**src/rtl/ps2_key_decoder.sv**
```systemverilog
// Receive-only PS/2 set-2 keyboard decoder producing held-key flags for the arrows and space.
// Optional build macro: PS2_PARITY_CHECK_EN (when defined, bad odd-parity frames are rejected).
module ps2_key_decoder #(
  parameter int FILTER_LEN     = 8,
  parameter int TIMEOUT_CYCLES = 130000
) (
  input  logic       clk,
  input  logic       rst,
  input  logic       kclk,
  input  logic       kdata,
  output logic [7:0] scan_code,
  output logic       scan_valid,
  output logic       frame_err,
  output logic       key_left,
  output logic       key_right,
  output logic       key_up,
  output logic       key_down,
  output logic       key_space
);

  localparam int FW = $clog2(FILTER_LEN + 1);
  localparam int TW = $clog2(TIMEOUT_CYCLES + 1);

  typedef enum logic [1:0] {IDLE, DATA, PARITY, STOP} frame_state_t;
  typedef enum logic [1:0] {BASE, EXT, BRK, EXT_BRK} seq_state_t;

  logic [1:0]    kclk_sync, kdata_sync;
  logic          filt_reg;
  logic [FW-1:0] filt_cnt_reg;
  logic          ks, kd, fall;

  frame_state_t  state_reg, state_next;
  logic [2:0]    bit_cnt_reg, bit_cnt_next;
  logic [7:0]    shift_reg, shift_next;
  logic          par_reg, par_next;
  logic [TW-1:0] tmo_reg, tmo_next;
  logic          frame_ok, frame_bad, parity_ok;

  seq_state_t    seq_reg, seq_next;
  logic [4:0]    flags_reg, flags_next;  // {left, right, up, down, space}
  logic          ext, make;

  assign ks = kclk_sync[1];
  assign kd = kdata_sync[1];

  // Idle bus level is high, so synchronizers and filter come out of reset high.
  always_ff @(posedge clk) begin
    if (rst) begin
      kclk_sync    <= 2'b11;
      kdata_sync   <= 2'b11;
      filt_reg     <= 1'b1;
      filt_cnt_reg <= '0;
    end else begin
      kclk_sync  <= {kclk_sync[0], kclk};
      kdata_sync <= {kdata_sync[0], kdata};
      if (ks == filt_reg) begin
        filt_cnt_reg <= '0;
      end else if (filt_cnt_reg == FW'(FILTER_LEN - 1)) begin
        filt_reg     <= ks;
        filt_cnt_reg <= '0;
      end else begin
        filt_cnt_reg <= filt_cnt_reg + 1'b1;
      end
    end
  end

  assign fall = filt_reg && !ks && (filt_cnt_reg == FW'(FILTER_LEN - 1));

`ifdef PS2_PARITY_CHECK_EN
  assign parity_ok = (^shift_reg) ^ par_reg;
`else
  assign parity_ok = 1'b1;
`endif

  always_comb begin
    state_next   = state_reg;
    bit_cnt_next = bit_cnt_reg;
    shift_next   = shift_reg;
    par_next     = par_reg;
    frame_ok     = 1'b0;
    frame_bad    = 1'b0;
    tmo_next     = (state_reg == IDLE || fall) ? '0 : tmo_reg + 1'b1;
    case (state_reg)
      IDLE: if (fall && !kd) begin
        state_next   = DATA;
        bit_cnt_next = 3'd0;
      end
      DATA: if (fall) begin
        shift_next   = {kd, shift_reg[7:1]};
        bit_cnt_next = bit_cnt_reg + 3'd1;
        if (bit_cnt_reg == 3'd7) state_next = PARITY;
      end
      PARITY: if (fall) begin
        par_next   = kd;
        state_next = STOP;
      end
      STOP: if (fall) begin
        state_next = IDLE;
        if (kd && parity_ok) frame_ok  = 1'b1;
        else                 frame_bad = 1'b1;
      end
      default: state_next = IDLE;
    endcase
    // A stalled clock mid-frame overrides anything decoded this cycle.
    if (state_reg != IDLE && tmo_reg == TW'(TIMEOUT_CYCLES)) begin
      state_next = IDLE;
      frame_ok   = 1'b0;
      frame_bad  = 1'b1;
      tmo_next   = '0;
    end
  end

  always_comb begin
    seq_next   = seq_reg;
    flags_next = flags_reg;
    ext        = (seq_reg == EXT) || (seq_reg == EXT_BRK);
    make       = (seq_reg == BASE) || (seq_reg == EXT);
    if (frame_bad) begin
      seq_next = BASE;
    end else if (frame_ok) begin
      case (shift_reg)
        8'hE0: seq_next = EXT;
        8'hF0: seq_next = ext ? EXT_BRK : BRK;
        default: begin
          seq_next = BASE;
          if (ext) begin
            case (shift_reg)
              8'h6B:   flags_next[4] = make;
              8'h74:   flags_next[3] = make;
              8'h75:   flags_next[2] = make;
              8'h72:   flags_next[1] = make;
              default: ;
            endcase
          end else if (shift_reg == 8'h29) begin
            flags_next[0] = make;
          end
        end
      endcase
    end
  end

  always_ff @(posedge clk) begin
    if (rst) begin
      state_reg   <= IDLE;
      bit_cnt_reg <= '0;
      shift_reg   <= '0;
      par_reg     <= 1'b0;
      tmo_reg     <= '0;
      seq_reg     <= BASE;
      flags_reg   <= '0;
      scan_code   <= '0;
      scan_valid  <= 1'b0;
      frame_err   <= 1'b0;
    end else begin
      state_reg   <= state_next;
      bit_cnt_reg <= bit_cnt_next;
      shift_reg   <= shift_next;
      par_reg     <= par_next;
      tmo_reg     <= tmo_next;
      seq_reg     <= seq_next;
      flags_reg   <= flags_next;
      scan_valid  <= frame_ok;
      frame_err   <= frame_bad;
      if (frame_ok) scan_code <= shift_reg;
    end
  end

  assign {key_left, key_right, key_up, key_down, key_space} = flags_reg;

endmodule

```
**config.mk**
```make
export PLATFORM = sky130hd
export DESIGN_NAME = ps2_key_decoder
export DESIGN_NICKNAME = d
export VERILOG_FILES = /design/src/rtl/ps2_key_decoder.sv
export SDC_FILE = /design/constraint.sdc
export NUM_CORES = 1
export LEC_CHECK = 0
export BUFFER_PORTS_ARGS = -buffer_cell sky130_fd_sc_hd__buf_2
export CAP_MARGIN = 20
export CORE_ASPECT_RATIO = 0.8
export CORE_MARGIN = 2
export CORE_UTILIZATION = 59
export CTS_CLUSTER_DIAMETER = 80
export CTS_CLUSTER_SIZE = 30
export DETAILED_ROUTE_END_ITERATION = 6
export PLACE_DENSITY_LB_ADDON = 0.25
export RECOVER_POWER = 50
export SLEW_MARGIN = 20
export SYNTH_ARGS = -nofsm -noshare
export SYNTH_HDL_FRONTEND = slang
export SYNTH_SLANG_ARGS = --single-unit
```
**constraint.sdc**
```tcl
create_clock -name clk -period 2.6 [get_ports clk]
set_input_delay 0.52 -clock clk [delete_from_list [all_inputs] [get_ports clk]]
set_output_delay 0.52 -clock clk [all_outputs]
set_load 0.02 [all_outputs]
```
==> results of run 1 <==
Yosys cell counts, types with 7 or more instances:
cell	count	share of area [%]
nand2_1	36	5.2
nor4_1	7	1.7
clkbuf_1	11	1.6
xnor2_1	7	2.4
nor2_1	13	1.9
a21oi_1	12	2.3
nor3_1	16	3.1
dfxtp_1	56	43
inv_1	13	1.9
nand4_1	7	1.7
ha_1	11	5.3
nand3_1	14	2.7
mux2i_1	16	6.1
power breakdown:
part	total (mW)	switching, mW	internal (mW)
clock network	0.559	0.273	0.286
logic	0.0261	0.0186	0.00752
registers	0.862	0.00190	0.860
how the worst max path moves through the flow:
stage | slack (ns) | endpoint | cells after the start
global placement | 0.39 | tmo_reg[5] | 5
CTS | 0.32 | tmo_reg[10] | 7
detailed placement | 0.33 | tmo_reg[10] | 7
finish | 0.33 | tmo_reg[0] | 7
global route | 0.17 | tmo_reg[5] | 7
floorplan | 0.58 | tmo_reg[5] | 6
worst max-delay path: cells and delay by family (launching register included):
kind            cells  cell delay [ns]
buf+inv             2             0.37
compound gates      1             0.18
simple gates        3             0.93
fa+ha+maj           1             0.25
flops               1             0.40
per-layer routing:
layer | wire length [microns] | vias up
met4 | 91 | 0
met2 | 2030 | 30
met5 | 0 | -
li1 | - | 1061
met3 | 177 | 9
met1 | 2600 | 985
cell usage in the layout (no fill, tap or decap), drive strengths merged, types with 2 or more instances in the layout:
cell and n:
a211oi 4, or2 5, nand4 7, a21oi 13
nand3 14, nor3 16, and4b 2, ha 11
or3 3, nand2 36, nand4b 3, nor2b 2
clkbuf 23, and4 2, buf 4, or4 2
dfxtp 56, nor2 13, o2111ai 4, or4b 3
and3 2, and2 2, nor4 7, xnor2 7
o21ai 7, nand3b 4, xor2 6, a31o 2
nand2b 4, mux2i 16, inv 13
area by class of cell:
cell class / instances / area, sq um / share of cell area (%)
multi-input cells: 207 / 1370 / 48.7
flip-flops and latches: 56 / 1120 / 40.0
repair buffers: 21 / 88.8 / 3.17
clock buffers: 6 / 72.6 / 2.59
well taps: 57 / 71.3 / 2.54
inverters: 13 / 48.8 / 1.74
clock inverters: 2 / 35.0 / 1.25
cells by family after synthesis:
kind of cell | count (synthesis) | share of synthesized area, %
and+or+nand+nor | 130 | 26.8
adders and majority gates | 11 | 5.28
xor gates and xnor gates | 13 | 4.37
muxes | 16 | 6.15
DFF | 56 | 43.0
AOI/OAI and AO/OA | 37 | 9.85
buffers and inverters | 27 | 4.51
through the flow:
| step | cell area (sq um) | utilization (%) |
|---|---|---|
| floorplan | 2610 | - |
| global placement | 2720 | 64.7 |
| detailed placement | 2720 | 64.7 |
| CTS | 2830 | 67.3 |
| global route | 2800 | 66.7 |
| finish | 2800 | 66.7 |
==> results.py, run 1 <==
metrics = {
    "clock_network": {
        "cts_buffers": 5,
        "cts-root-buf": "clkbuf_8",
        "cts_post_setup_buffers_inserted": 0,
        "clk_path_buf_depth": 2,
        "cts_hold_buf": 0,
        "clk_pin_slew_ns": 0.09,
        "insertion_delay_ns": 0.32,
        "tritoncts": "built",
        "cts_sinks": 56,
        "htreeDepth": 2,
        "cts_resized": 0,
    },
    "routing": {
        "drt_wl_total_microns": 4900,
        "viasPerCell": 5.76,
        "first_pass_iters": 4,
        "vias": 2085,
        "ant_nets": 0,
        "drc_errors": 0,
        "first_iter_violations": 157,
        "wl_per_cell_microns": 13.5,
    },
    "sta": {
        "slew_violations": 0,
        "hold_violations": 0,
        "rsz0062_at_grt": "false",
        "fmax_mhz": 440,
        "clock_skew_ns": 0.00766,
        "timing.final.ws_setup_ns": 0.326,
        "timing.final.crit_share_pct": 87.5,
        "min_period_ns": 2.27,
        "final.hold.worst_slack_ns": 0.380,
        "tightestPinTransition_ns": 0.864,
        "setup_violations": 0,
        "slew_headroom_pct": 42.4,
        "fin_setup_tns_ns": 0,
    },
    "floorplanning": {
        "ios": 19,
        "start_util_pct": 62.0,
        "die_h_microns": 63.4,
        "die_width_microns": 78.3,
        "core_sq_mm": 0.00420,
        "rows": 21,
        "dieArea_sq_mm": 0.00497,
    },
    "final_layout": {
        "largest_reg_flops": 17,
        "num_antenna_cells": 0,
        "fill_cells": 356,
        "fin_cells": 362,
        "layout-drive-gt1-share_pct": 6.56,
        "fin_nets": 319,
        "syn_to_final_growth_pct": 7.64,
    },
    "min_path": {
        "holdPathEnd": "kdata_sync[0]",
        "holdPathStages": 2,
        "worstHoldStart": "kdata",
        "hp-class": "input port to flip-flop",
    },
    "worst_setup_path": {
        "slowest_delay_ns": 0.67,
        "crit_chain": "inv_1 > ha_1 > nand2b_1 > or4_1 > o21ai_4 > buf_4 > nor3_1",
        "reg2reg_depth": 7,
        "r2r_end": "tmo_reg[0]",
        "rrSetupSlack_ns": 0.33,
        "crit_fanout": 22,
        "endpoint_kind": "flip-flop",
        "start_kind": "flip-flop",
        "crit_arrival_ns": 2.45,
        "critPathLaunch": "state_reg[0]",
        "critical_path_class": "flip-flop to flip-flop",
        "r2r_start": "state_reg[0]",
        "cp.required_ns": 2.78,
        "slowest_stage": "or4_1",
    },
    "global_routing": {
        "gr-usage-all-layers_pct": 21.5,
        "grt_max_degree": 23,
        "grt_pass1_wl_microns": 8510,
        "grt.overflow.total": 0,
        "grtUsageMet3_pct": 4.30,
        "use_met1_pct": 30.7,
        "grt.busiest_layer": "met2",
        "antenna_found_initial": 0,
        "grt_pass1_vias": 1882,
        "grt_use_met2_pct": 32.0,
    },
    "place": {
        "dp_cells": 354,
        "hpwl_microns": 3470,
        "dp_worst_setup_slack_ns": 0.331,
        "io_buffers": 18,
        "place_congestion": 0.882,
    },
    "logic_synthesis": {
        "syn_area_per_cell_sq_um": 8.98,
        "ys_async_sr_fraction_pct": 0,
        "syn-num-nets": 305,
        "ys_ff_latch": 56,
        "syn_inst": 290,
        "synth_cell_types": 44,
        "syn_area_sq_mm": 0.00260,
        "synth_flop_cell": "dfxtp_1",
        "ys_seq_area_share_pct": 43.0,
        "yosys_warnings": 0,
        "synth_edf_count": 0,
    },
    "outcome": {
        "status": "complete, no violations",
    },
    "run": {
        "drv_cap": 0,
    },
    "pwr": {
        "p_leak_nw": 0.926,
        "power_density_mw_per_mm2": 516,
        "peakVddDrop_mv": 0.349,
        "total_power_mw": 1.45,
    },
}
No activity file was read; power rests on OpenSTA's default activity.
==> run 2, diff against run 1 <==
--- a/config.mk
+++ b/config.mk
@@ -13,7 +13,7 @@
 export CTS_CLUSTER_DIAMETER = 80
 export CTS_CLUSTER_SIZE = 30
 export DETAILED_ROUTE_END_ITERATION = 6
-export PLACE_DENSITY_LB_ADDON = 0.25
+export PLACE_DENSITY = 0.85
 export RECOVER_POWER = 50
 export SLEW_MARGIN = 20
 export SYNTH_ARGS = -nofsm -noshare
==> run 2 against run 1 <==
  * Critical path depth stayed put
  * Largest power group unchanged
  * Cell area is 0.54% lower
  * Highest routed layer unchanged
  * Die area stayed put
  * Wire length is 5.2% higher
  * Utilization is 0.36 points lower
  * Critical endpoint is now tmo_reg[8]
==> results.py, run 2 (same netlist as run 1, synthesis figures left out) <==
metrics = {
    "outcome": {
        "status": "complete, no violations",
    },
    "clock_network": {
        "clk_path_buf_depth": 2,
        "cts_post_setup_buffers_inserted": 0,
        "htreeDepth": 2,
        "insertion_delay_ns": 0.31,
        "cts_resized": 0,
        "cts_sinks": 56,
        "cts-root-buf": "clkbuf_8",
        "clk_pin_slew_ns": 0.10,
        "tritoncts": "built",
        "cts_hold_buf": 0,
        "cts_buffers": 5,
    },
    "routing": {
        "wl_per_cell_microns": 14.2,
        "first_pass_iters": 4,
        "drc_errors": 0,
        "vias": 2134,
        "drt_wl_total_microns": 5160,
        "first_iter_violations": 167,
        "ant_nets": 0,
        "viasPerCell": 5.90,
    },
    "floorplanning": {
        "core_sq_mm": 0.00420,
        "dieArea_sq_mm": 0.00497,
        "die_width_microns": 78.3,
        "die_h_microns": 63.4,
        "rows": 21,
        "ios": 19,
        "start_util_pct": 62.0,
    },
    "worst_setup_path": {
        "crit_fanout": 22,
        "r2r_start": "state_reg[0]",
        "reg2reg_depth": 7,
        "path_delay_family": "simple AND/OR/NAND/NOR gates",
        "endpoint_kind": "flip-flop",
        "rrSetupSlack_ns": 0.28,
        "crit_arrival_ns": 2.50,
        "critical_path_class": "flip-flop to flip-flop",
        "r2r_end": "tmo_reg[8]",
        "crit_buf_inv": 2,
        "slowest_delay_ns": 0.68,
        "cp.required_ns": 2.78,
        "slowest_stage": "or4_1",
        "crit_chain": "inv_1 > ha_1 > nand2b_1 > or4_1 > o21ai_4 > buf_4 > nor3_1",
        "start_kind": "flip-flop",
    },
    "final_layout": {
        "final_cell_mix": "56 x dfxtp_1, 36 x nand2_1, 17 x clkbuf_1, 16 x mux2i_1, 16 x nor3_1",
        "layout_commonest_cell": "dfxtp_1",
        "syn_to_final_growth_pct": 7.06,
        "fill_cells": 359,
        "num_antenna_cells": 0,
        "largest_reg_flops": 17,
        "fin_util_pct": 66.3,
        "fin_nets": 319,
        "layout-drive-gt1-share_pct": 6.89,
    },
    "sta": {
        "timing.final.ws_setup_ns": 0.280,
        "hold_violations": 0,
        "tightestPinTransition_ns": 0.866,
        "slew_headroom_pct": 42.3,
        "slew_violations": 0,
        "fin_setup_tns_ns": 0,
        "setup_violations": 0,
        "clock_skew_ns": 0.00564,
        "rsz0062_at_grt": "false",
        "min_period_ns": 2.32,
        "fmax_mhz": 431,
        "timing.final.crit_share_pct": 89.2,
    },
    "pwr": {
        "power_density_mw_per_mm2": 493,
        "p_leak_nw": 0.911,
        "peakVddDrop_mv": 0.406,
    },
    "min_path": {
        "worstHoldStart": "kdata",
        "holdPathStages": 2,
        "hp-class": "input port to flip-flop",
        "holdPathEnd": "kdata_sync[0]",
    },
    "global_routing": {
        "grt_pass1_vias": 2020,
        "grt_pass1_wl_microns": 8870,
        "gr-usage-all-layers_pct": 22.5,
        "antenna_found_initial": 0,
        "grt.overflow.total": 0,
        "grt_max_degree": 23,
    },
    "place": {
        "hpwl_microns": 3620,
        "place_congestion": 0.814,
        "dp_worst_setup_slack_ns": 0.314,
        "io_buffers": 18,
    },
    "run": {
        "drv_cap": 0,
    },
}
[run 2: cell types whose count changed in the layout (fill, tap and decap cells not counted)]
cell,previous run,this run
bufinv_16,1,0
clkinvlp_4,0,2
clkinv_4,0,1
clkbuf_1,18,17
clkinv_2,1,0
[run 2: worst max-delay path by stage]
stage	from	to	cells past startpoint
finish	state_reg[0]	tmo_reg[8]	7
floorplan	tmo_reg[2]	tmo_reg[5]	6
global placement	tmo_reg[2]	tmo_reg[11]	5
global route	state_reg[0]	tmo_reg[4]	7
CTS	state_reg[0]	tmo_reg[8]	7
detailed placement	tmo_reg[2]	tmo_reg[8]	5
[run 2: area by class of cell]
type / count / area (sq um) / area share [%]
Clock inverter: 3 / 23.8 / 0.852
Sequential cell: 56 / 1120 / 40.2
Inverter: 13 / 48.8 / 1.75
Timing Repair Buffer: 21 / 88.8 / 3.19
Multi-Input combinational cell: 207 / 1370 / 49.0
Tap cell: 57 / 71.3 / 2.56
Clock buffer: 5 / 68.8 / 2.47
[run 2: power breakdown]
group,switching [mW],internal (mW)
registers,0.00179,0.860
clock network,0.294,0.191
logic,0.0192,0.00747
total,0.315,1.06
[run 2: per-layer routing]
| metal | up-vias | part of all wire, % | track usage, % |
|---|---|---|---|
| li1 | 1063 | - | - |
| met1 | 1012 | 49 | 29.6 |
| met2 | 52 | 45 | 36.1 |
| met3 | 7 | 4.5 | 6.59 |
| met4 | 0 | 1.1 | 6.36 |
| met5 | - | 0 | 0 |
[run 2: per-stage QoR]
stage / area (sq um) / hold slack, ns / cells / power, mW
6_report: 2790 / 0.375 / 362 / 1.37
5_1_grt: 2790 / 0.372 / 362 / 1.42
4_1_cts: 2810 / 0.372 / 362 / 1.38
3_5_place_dp: 2720 / 0.392 / 354 / 0.910
3_3_place_gp: 2720 / 0.393 / 354 / 0.909
2_1_floorplan: 2610 / 0.389 / 290 / 0.904
[run 2: worst reg2reg max path: stages (launching register included)]
cell	delay [ns]
dfxtp_1	0.40
inv_1	0.11
ha_1	0.25
nand2b_1	0.17
or4_1	0.68
o21ai_4	0.19
buf_4	0.27
nor3_1	0.12
